File: src/rtl/fs4_serial_if.sv
// Handshake and operand/result bundle for the bit-serial subtractor.
// The master drives the request side and the slave (the datapath) drives the result side.
interface fs4_serial_if #(
    parameter int WIDTH = 4
);
    logic             start;
    logic [WIDTH-1:0] A;
    logic [WIDTH-1:0] B;
    logic             Bin;
    logic             busy;
    logic             done;
    logic [WIDTH-1:0] Diff;
    logic             Bout;

    modport master (
        output start, A, B, Bin,
        input  busy, done, Diff, Bout
    );

    modport slave (
        input  start, A, B, Bin,
        output busy, done, Diff, Bout
    );
endinterface

File: src/rtl/fs4_serial.sv
// Bit-serial WIDTH-bit subtractor: Diff = A - B - Bin, one bit per clock, LSB first.
// Operands are captured when start is accepted; Diff/Bout update only at completion.
module fs4_serial #(
    parameter int WIDTH = 4
) (
    input  logic         clk,
    input  logic         rst,
    fs4_serial_if.slave  bus
);
    localparam int CNT_W = (WIDTH > 1) ? $clog2(WIDTH) : 1;

    typedef enum logic {
        IDLE,
        SHIFT
    } state_e;

    state_e             state_q, state_d;
    logic [WIDTH-1:0]   a_sr_q, a_sr_d;
    logic [WIDTH-1:0]   b_sr_q, b_sr_d;
    logic [WIDTH-1:0]   d_sr_q, d_sr_d;
    logic               br_q, br_d;
    logic [CNT_W-1:0]   cnt_q, cnt_d;
    logic               done_q, done_d;
    logic [WIDTH-1:0]   diff_q, diff_d;
    logic               bout_q, bout_d;

    logic               bit_d;
    logic               br_next;

    // One full-subtractor slice operating on the current LSBs.
    always_comb begin
        bit_d   = a_sr_q[0] ^ b_sr_q[0] ^ br_q;
        br_next = (~a_sr_q[0] & b_sr_q[0]) | (~(a_sr_q[0] ^ b_sr_q[0]) & br_q);
    end

    always_comb begin
        state_d = state_q;
        a_sr_d  = a_sr_q;
        b_sr_d  = b_sr_q;
        d_sr_d  = d_sr_q;
        br_d    = br_q;
        cnt_d   = cnt_q;
        done_d  = 1'b0;
        diff_d  = diff_q;
        bout_d  = bout_q;

        unique case (state_q)
            IDLE: begin
                if (bus.start) begin
                    a_sr_d  = bus.A;
                    b_sr_d  = bus.B;
                    br_d    = bus.Bin;
                    d_sr_d  = '0;
                    cnt_d   = '0;
                    state_d = SHIFT;
                end
            end
            SHIFT: begin
                a_sr_d = a_sr_q >> 1;
                b_sr_d = b_sr_q >> 1;
                d_sr_d = {bit_d, d_sr_q[WIDTH-1:1]};
                br_d   = br_next;
                cnt_d  = cnt_q + CNT_W'(1);
                // Last bit: publish the result including the bit formed this cycle.
                if (cnt_q == CNT_W'(WIDTH - 1)) begin
                    diff_d  = {bit_d, d_sr_q[WIDTH-1:1]};
                    bout_d  = br_next;
                    done_d  = 1'b1;
                    cnt_d   = '0;
                    state_d = IDLE;
                end
            end
            default: state_d = IDLE;
        endcase
    end

    always_ff @(posedge clk) begin
        if (rst) begin
            state_q <= IDLE;
            a_sr_q  <= '0;
            b_sr_q  <= '0;
            d_sr_q  <= '0;
            br_q    <= 1'b0;
            cnt_q   <= '0;
            done_q  <= 1'b0;
            diff_q  <= '0;
            bout_q  <= 1'b0;
        end else begin
            state_q <= state_d;
            a_sr_q  <= a_sr_d;
            b_sr_q  <= b_sr_d;
            d_sr_q  <= d_sr_d;
            br_q    <= br_d;
            cnt_q   <= cnt_d;
            done_q  <= done_d;
            diff_q  <= diff_d;
            bout_q  <= bout_d;
        end
    end

    assign bus.busy = (state_q == SHIFT);
    assign bus.done = done_q;
    assign bus.Diff = diff_q;
    assign bus.Bout = bout_q;
endmodule

File: src/flat_wrapper.sv
// flat-port wrapper written by rule: the top's interface ports become plain ports
module fs4_serial_flat 
#(
    parameter int WIDTH = 4
)
  (clk, rst, bus_start, bus_A, bus_B, bus_Bin, bus_busy, bus_done, bus_Diff, bus_Bout);
  fs4_serial_if #(.WIDTH(WIDTH)) bus_i ();
  input  logic clk;
  input  logic rst;
  input wire logic [$bits(bus_i.start)-1:0] bus_start;
  input wire logic [$bits(bus_i.A)-1:0] bus_A;
  input wire logic [$bits(bus_i.B)-1:0] bus_B;
  input wire logic [$bits(bus_i.Bin)-1:0] bus_Bin;
  output wire logic [$bits(bus_i.busy)-1:0] bus_busy;
  output wire logic [$bits(bus_i.done)-1:0] bus_done;
  output wire logic [$bits(bus_i.Diff)-1:0] bus_Diff;
  output wire logic [$bits(bus_i.Bout)-1:0] bus_Bout;
  assign bus_i.start = bus_start;
  assign bus_i.A = bus_A;
  assign bus_i.B = bus_B;
  assign bus_i.Bin = bus_Bin;
  assign bus_busy = bus_i.busy;
  assign bus_done = bus_i.done;
  assign bus_Diff = bus_i.Diff;
  assign bus_Bout = bus_i.Bout;
  fs4_serial #(.WIDTH(WIDTH)) u_core (.clk(clk), .rst(rst), .bus(bus_i));
endmodule
File: config.mk
export PLATFORM = sky130hd
export DESIGN_NAME = fs4_serial_flat
export DESIGN_NICKNAME = d
export VERILOG_FILES = /design/src/rtl/fs4_serial_if.sv /design/src/rtl/fs4_serial.sv /design/src/flat_wrapper.sv
export SDC_FILE = /design/constraint.sdc
export NUM_CORES = 1
export LEC_CHECK = 0
export BUFFER_PORTS_ARGS = -buffer_cell sky130_fd_sc_hd__buf_2
export CAP_MARGIN = 10
export CORE_MARGIN = 2
export CORE_UTILIZATION = 55
export CTS_BUF_LIST = sky130_fd_sc_hd__clkbuf_4 sky130_fd_sc_hd__clkbuf_8
export DETAILED_ROUTE_END_ITERATION = 6
export PLACE_DENSITY = 0.8
export REMOVE_ABC_BUFFERS = 1
export SLEW_MARGIN = 10
export SYNTH_ARGS = -nofsm -noshare
export SYNTH_HDL_FRONTEND = slang
export SYNTH_SLANG_ARGS = --single-unit
export TNS_END_PERCENT = 50
File: constraint.sdc
create_clock -name clk -period 1.7 [get_ports clk]
set_clock_uncertainty 0.1 [all_clocks]
set_input_delay 0.255 -clock clk [delete_from_list [all_inputs] [get_ports clk]]
set_output_delay 0.255 -clock clk [all_outputs]
set_load 0.1 [all_outputs]
# == Yosys cells after proc, flatten, opt, wreduce, memory -nomap -nowiden ==
# Index checks and enable logic that the tools add are counted.
# op_classes
n_addsub,1
eq_ne,2
mux,15
bitwise_logic,8
reduce_logical,2
# ops
operator,n
$pmux W4 S2,3
$mux W4,3
$mux W1,4
$mux W2,2
$pmux W1 S2,2
$pmux W2 S2,1
$not A1 Y1,3
$add A2 B1 Y2 const B,1
$and A1 B1 Y1,2
$eq A2 B2 Y1 const B,1
$ne A2 B2 Y1 const B,1
$reduce_and A2 Y1,1
$reduce_or A2 Y1,1
$xor A1 B1 Y1,2
$or A1 B1 Y1,1
# word_totals
regBits,22
elab_cells,37

# == Longest topological paths before layout ==
# depth
ltp_word,5
mapped_depth,4

# == Worst setup path after synthesis ==
# Ideal clock, no wire load.
# synth_path
kind,reg2reg
start,"register u_core.state_q, in the netlist u_core.bus.busy"
end,"register u_core.bout_q, in the netlist u_core.bus.Bout"
setup_ns,0.091
arrival_ns,1.606
required_ns,1.509
setup_slack_ns,-0.097
path_stages_with_launch,4
path_cell_list,dfxtp_1 buf_2 a21oi_1 a311oi_1
# synth_between
elab_chain_len,1
# synth_rtl
item,line_no,source
start: declaration,fs4_serial.sv:17,"state_e state_q, state_d;"
start signal: assignment,fs4_serial.sv:89,state_q <= state_d;
$reduce_and A2 Y1 (no line),-,
end signal: assignment,fs4_serial.sv:97,bout_q <= bout_d;
end: declaration,fs4_serial.sv:25,"logic bout_q, bout_d;"
# No other way between the ends.
# A chain may end at the register's enable or synchronous reset.

# == Final worst setup path ==
# layout_path
start,"register u_core.state_q, in the netlist u_core.bus.busy"
end,output port bus_busy
# layout_lines
item,line_no,source
end: declaration,flat_wrapper.sv:14,output wire logic [$bits(bus_i.busy)-1:0] bus_busy;
# No word-level cell between the ends.

==> flow_summary_export.csv <==
group,metric,value,unit
outcome,status,"finished clean",
worst_setup_path,worstPathRequired,1340,ps
worst_setup_path,path_buf_inv,1,
synth,synth-edff-count,0,
global_routing,first_global_vias,628,
final_layout,antennaDiodeCount,0,
sta,rsz0062_at_grt,"false",
worst_setup_path,end_kind,"output port",
pwr,intPower,679.0,uW
global_routing,grt_pass1_wl,2663,microns
pwr,switching_share,25.63,%
sta,tightest_slew,483.0,ps
route,vias_per_cell,5.524,
min_path,whs_path_depth,3,
global_routing,grt_max_degree,22,
synth,seq_area_frac_synth,46.34,%
route,dr_total_vias,685,
sta,setup_viol,0,
cts,cts_buffer_depth,2,
synth,netlist.area_leader.share,46.34,%
route,initialDrtViolationCount,7,
placement,gp_congestion,0.6962,
worst_setup_path,crit_cells,1,
global_routing,antenna_found_initial,0,
worst_setup_path,r2r-start,"u_core.bus.busy",
cts,cts_made_buffers,3,
die,io_pins,19,
synth,yosys-top-cells-count,"dfxtp_1, a21oi_1, mux2i_1",
route,route.detailed.drc,0,
sta,setup_tns,0,ps
sta,fin_hold_ws,141.2,ps
synth,ys_types,20,
global_routing,grt_usage,18.20,%
synth,synth_most_common_cell,"dfxtp_1",
worst_setup_path,slowest_delay,560,ps
sta,min_period,1446,ps
pwr,p_sw,234.0,uW
final_layout,nNetsFinal,123,
pwr,cellLeakagePower,0.4422,nW
min_path,hold_path.class,"in -> reg",
sta,finalHoldViolCount,0,
worst_setup_path,arrival,1090,ps
worst_setup_path,critPathTopFamily,"flip-flops",
cts,clk_pin_slew,110,ps
die,start_util,59.52,%
job,cap_violations,0,
worst_setup_path,timing.rr.end,"u_core.d_sr_q[3]",
worst_setup_path,crit_slowest_cell,"dfxtp_1",
die,die_x,44.61,microns
placement,dpl.hpwl,1120,microns
cts,cts_hold_buffers,0,
die,dieArea,1990,sq um
synth,synth_ff_type,"dfxtp_1",
pwr,comb_power_share,13.8,%
pwr,p_per_area,884.5,nW/um^2
synth,synth_area,907.1,sq um
route,wl_per_cell,12.93,microns
worst_setup_path,crit_start,"u_core.bus.busy",
die,core,1524,sq um
cts,clock_sinks,21,
die,fp-row-count,14,
cts,post-cts-setup-buffer-count,0,
final_layout,design_area,1032,sq um
cts,cts_tree,"done",
cts,root_buffer,"clkbuf_4",
synth,yosysWarnings,0,
pwr,power.share.sequential,58.5,%
worst_setup_path,cp_max_fo,11,
worst_setup_path,startpoint_type,"flip-flop",
placement,io_buffers,18,
synth,netlist_instances,91,
sta,maxSlewViolCount,0,
worst_setup_path,r2r_cells,3,
worst_setup_path,crit_type,"reg -> out",
cts,h-tree-depth,1,
final_layout,area_growth_syn_to_layout,13.79,%
synth,synth-seq-cells,21,
final_layout,drive_above_1_share,22.22,%
synth,synthTopCellsByArea,"dfxtp_1, mux2i_1, a21oi_1, a211oi_1, or3b_1",
worst_setup_path,r2r_slack,360,ps
synth,synthArstFlopShare,0,%
synth,yosysTopAreaCell,"dfxtp_1",
placement,place_area,1002,sq um
synth,avgSynthCellArea,9.968,sq um
sta,max_freq,0.6915,GHz
cts,clock_latency,300,ps
sta,relSlewSlack,68.02,%
route,drt-pass1-iter-count,4,
route,antenna_left,0,
pwr,ir_worst_vdd,0.5291,mV
pwr,power_frac_clock,27.8,%
worst_setup_path,setup.worst_path.end,"bus_busy",
global_routing,grt.overflow.total,0,
cts,ctsResizeCount,0,
route,routed_wl,1603,microns
die,die_h,44.61,microns
sta,min_period_over_period,85.07,%
worst_setup_path,critical_path.cell_chain,"buf_12",
[placed cells by master (no fill, tap or decap), types with 2 or more instances in the layout]
cell type   n
a211oi_1    7
a21bo_1     4
a21oi_1    11
buf_2      17
buf_4       2
clkbuf_4    4
dfxtp_1    21
inv_1       3
mux2i_1     9
nand2_1     5
nand3_1     4
nor2_1      2
nor2b_1     6
nor3_1      2
or3b_1      5
[stage by stage]
stage | util [%] | instances | power, mW | setup WS, ps
after global placement | 65.76 | 120 | 0.6660 | 405.6
after CTS | 67.73 | 124 | 0.9180 | 259.9
after floorplan | - | 84 | 0.6166 | -442.6
final | 67.73 | 124 | 0.9130 | 253.8
after global routing | 67.73 | 124 | 0.9460 | 195.0
after detailed placement | 65.76 | 120 | 0.6706 | 385.5
[cells by family after synthesis]
group,after synthesis,share of synthesized area [%]
buffers and inverters,10,6.206
adders and majority gates,2,3.586
DFF,21,46.34
AOI/OAI and AO/OA,24,18.07
and+or+nand+nor,25,15.86
muxes,9,9.931
[worst reg2reg max path: cells and delay by family, from the launching register on]
kind / cells / cell delay [ps]
and+or+nand+nor: 1 / 370
DFF: 1 / 440
buffers and inverters: 1 / 240
AOI/OAI and AO/OA: 1 / 140
[cell type report]
| type | count | area, sq um |
|---|---|---|
| clock buffers | 4 | 30.03 |
| repair buffers | 20 | 120.1 |
| flip-flops and latches | 21 | 420.4 |
| well taps | 16 | 20.02 |
| inverters | 3 | 11.26 |
| multi-input cells | 60 | 430.4 |
| fillers | 138 | 491.7 |
[registers in the layout, summed over array words and instances, names as in the netlist]
signal,flops
u_core.bus.done,1
u_core.br_q,1
u_core.cnt_q,2
u_core.b_sr_q,4
u_core.bus.Diff,4
u_core.bus.busy,1
u_core.d_sr_q,3
u_core.a_sr_q,4
u_core.bus.Bout,1
[worst min path at each step]
stage | startpoint | endpoint | slack (ps)
after floorplan | rst | u_core.bus.Diff[0] | 220
after global placement | u_core.d_sr_q[1] | u_core.bus.Diff[0] | 350
final | bus_A[3] | u_core.a_sr_q[3] | 140
after detailed placement | u_core.d_sr_q[3] | u_core.d_sr_q[2] | 360
after CTS | bus_A[3] | u_core.a_sr_q[3] | 140
after global routing | bus_B[3] | u_core.b_sr_q[3] | 160
[power groups by stage]
stage	sequential, mW	clock [mW]	combinational, mW
after floorplan	0.560	0	0.0570
after CTS	0.534	0.257	0.127
after global placement	0.544	0	0.122
final	0.534	0.253	0.126
after detailed placement	0.545	0	0.126
after global routing	0.538	0.269	0.139
[layer usage]
layer  global-route usage, %  vias to the layer above  share of wire [%]  wire length (microns)
met5                       0                        -                  0                      0
met4                   7.273                        0                1.4                     22
met3                   2.449                        4                3.2                     51
met2                   31.01                       14                 51                    811
met1                   23.02                      314                 45                    718
li1                        -                      353                  -                      -
No activity file was read; power rests on OpenSTA's default activity.
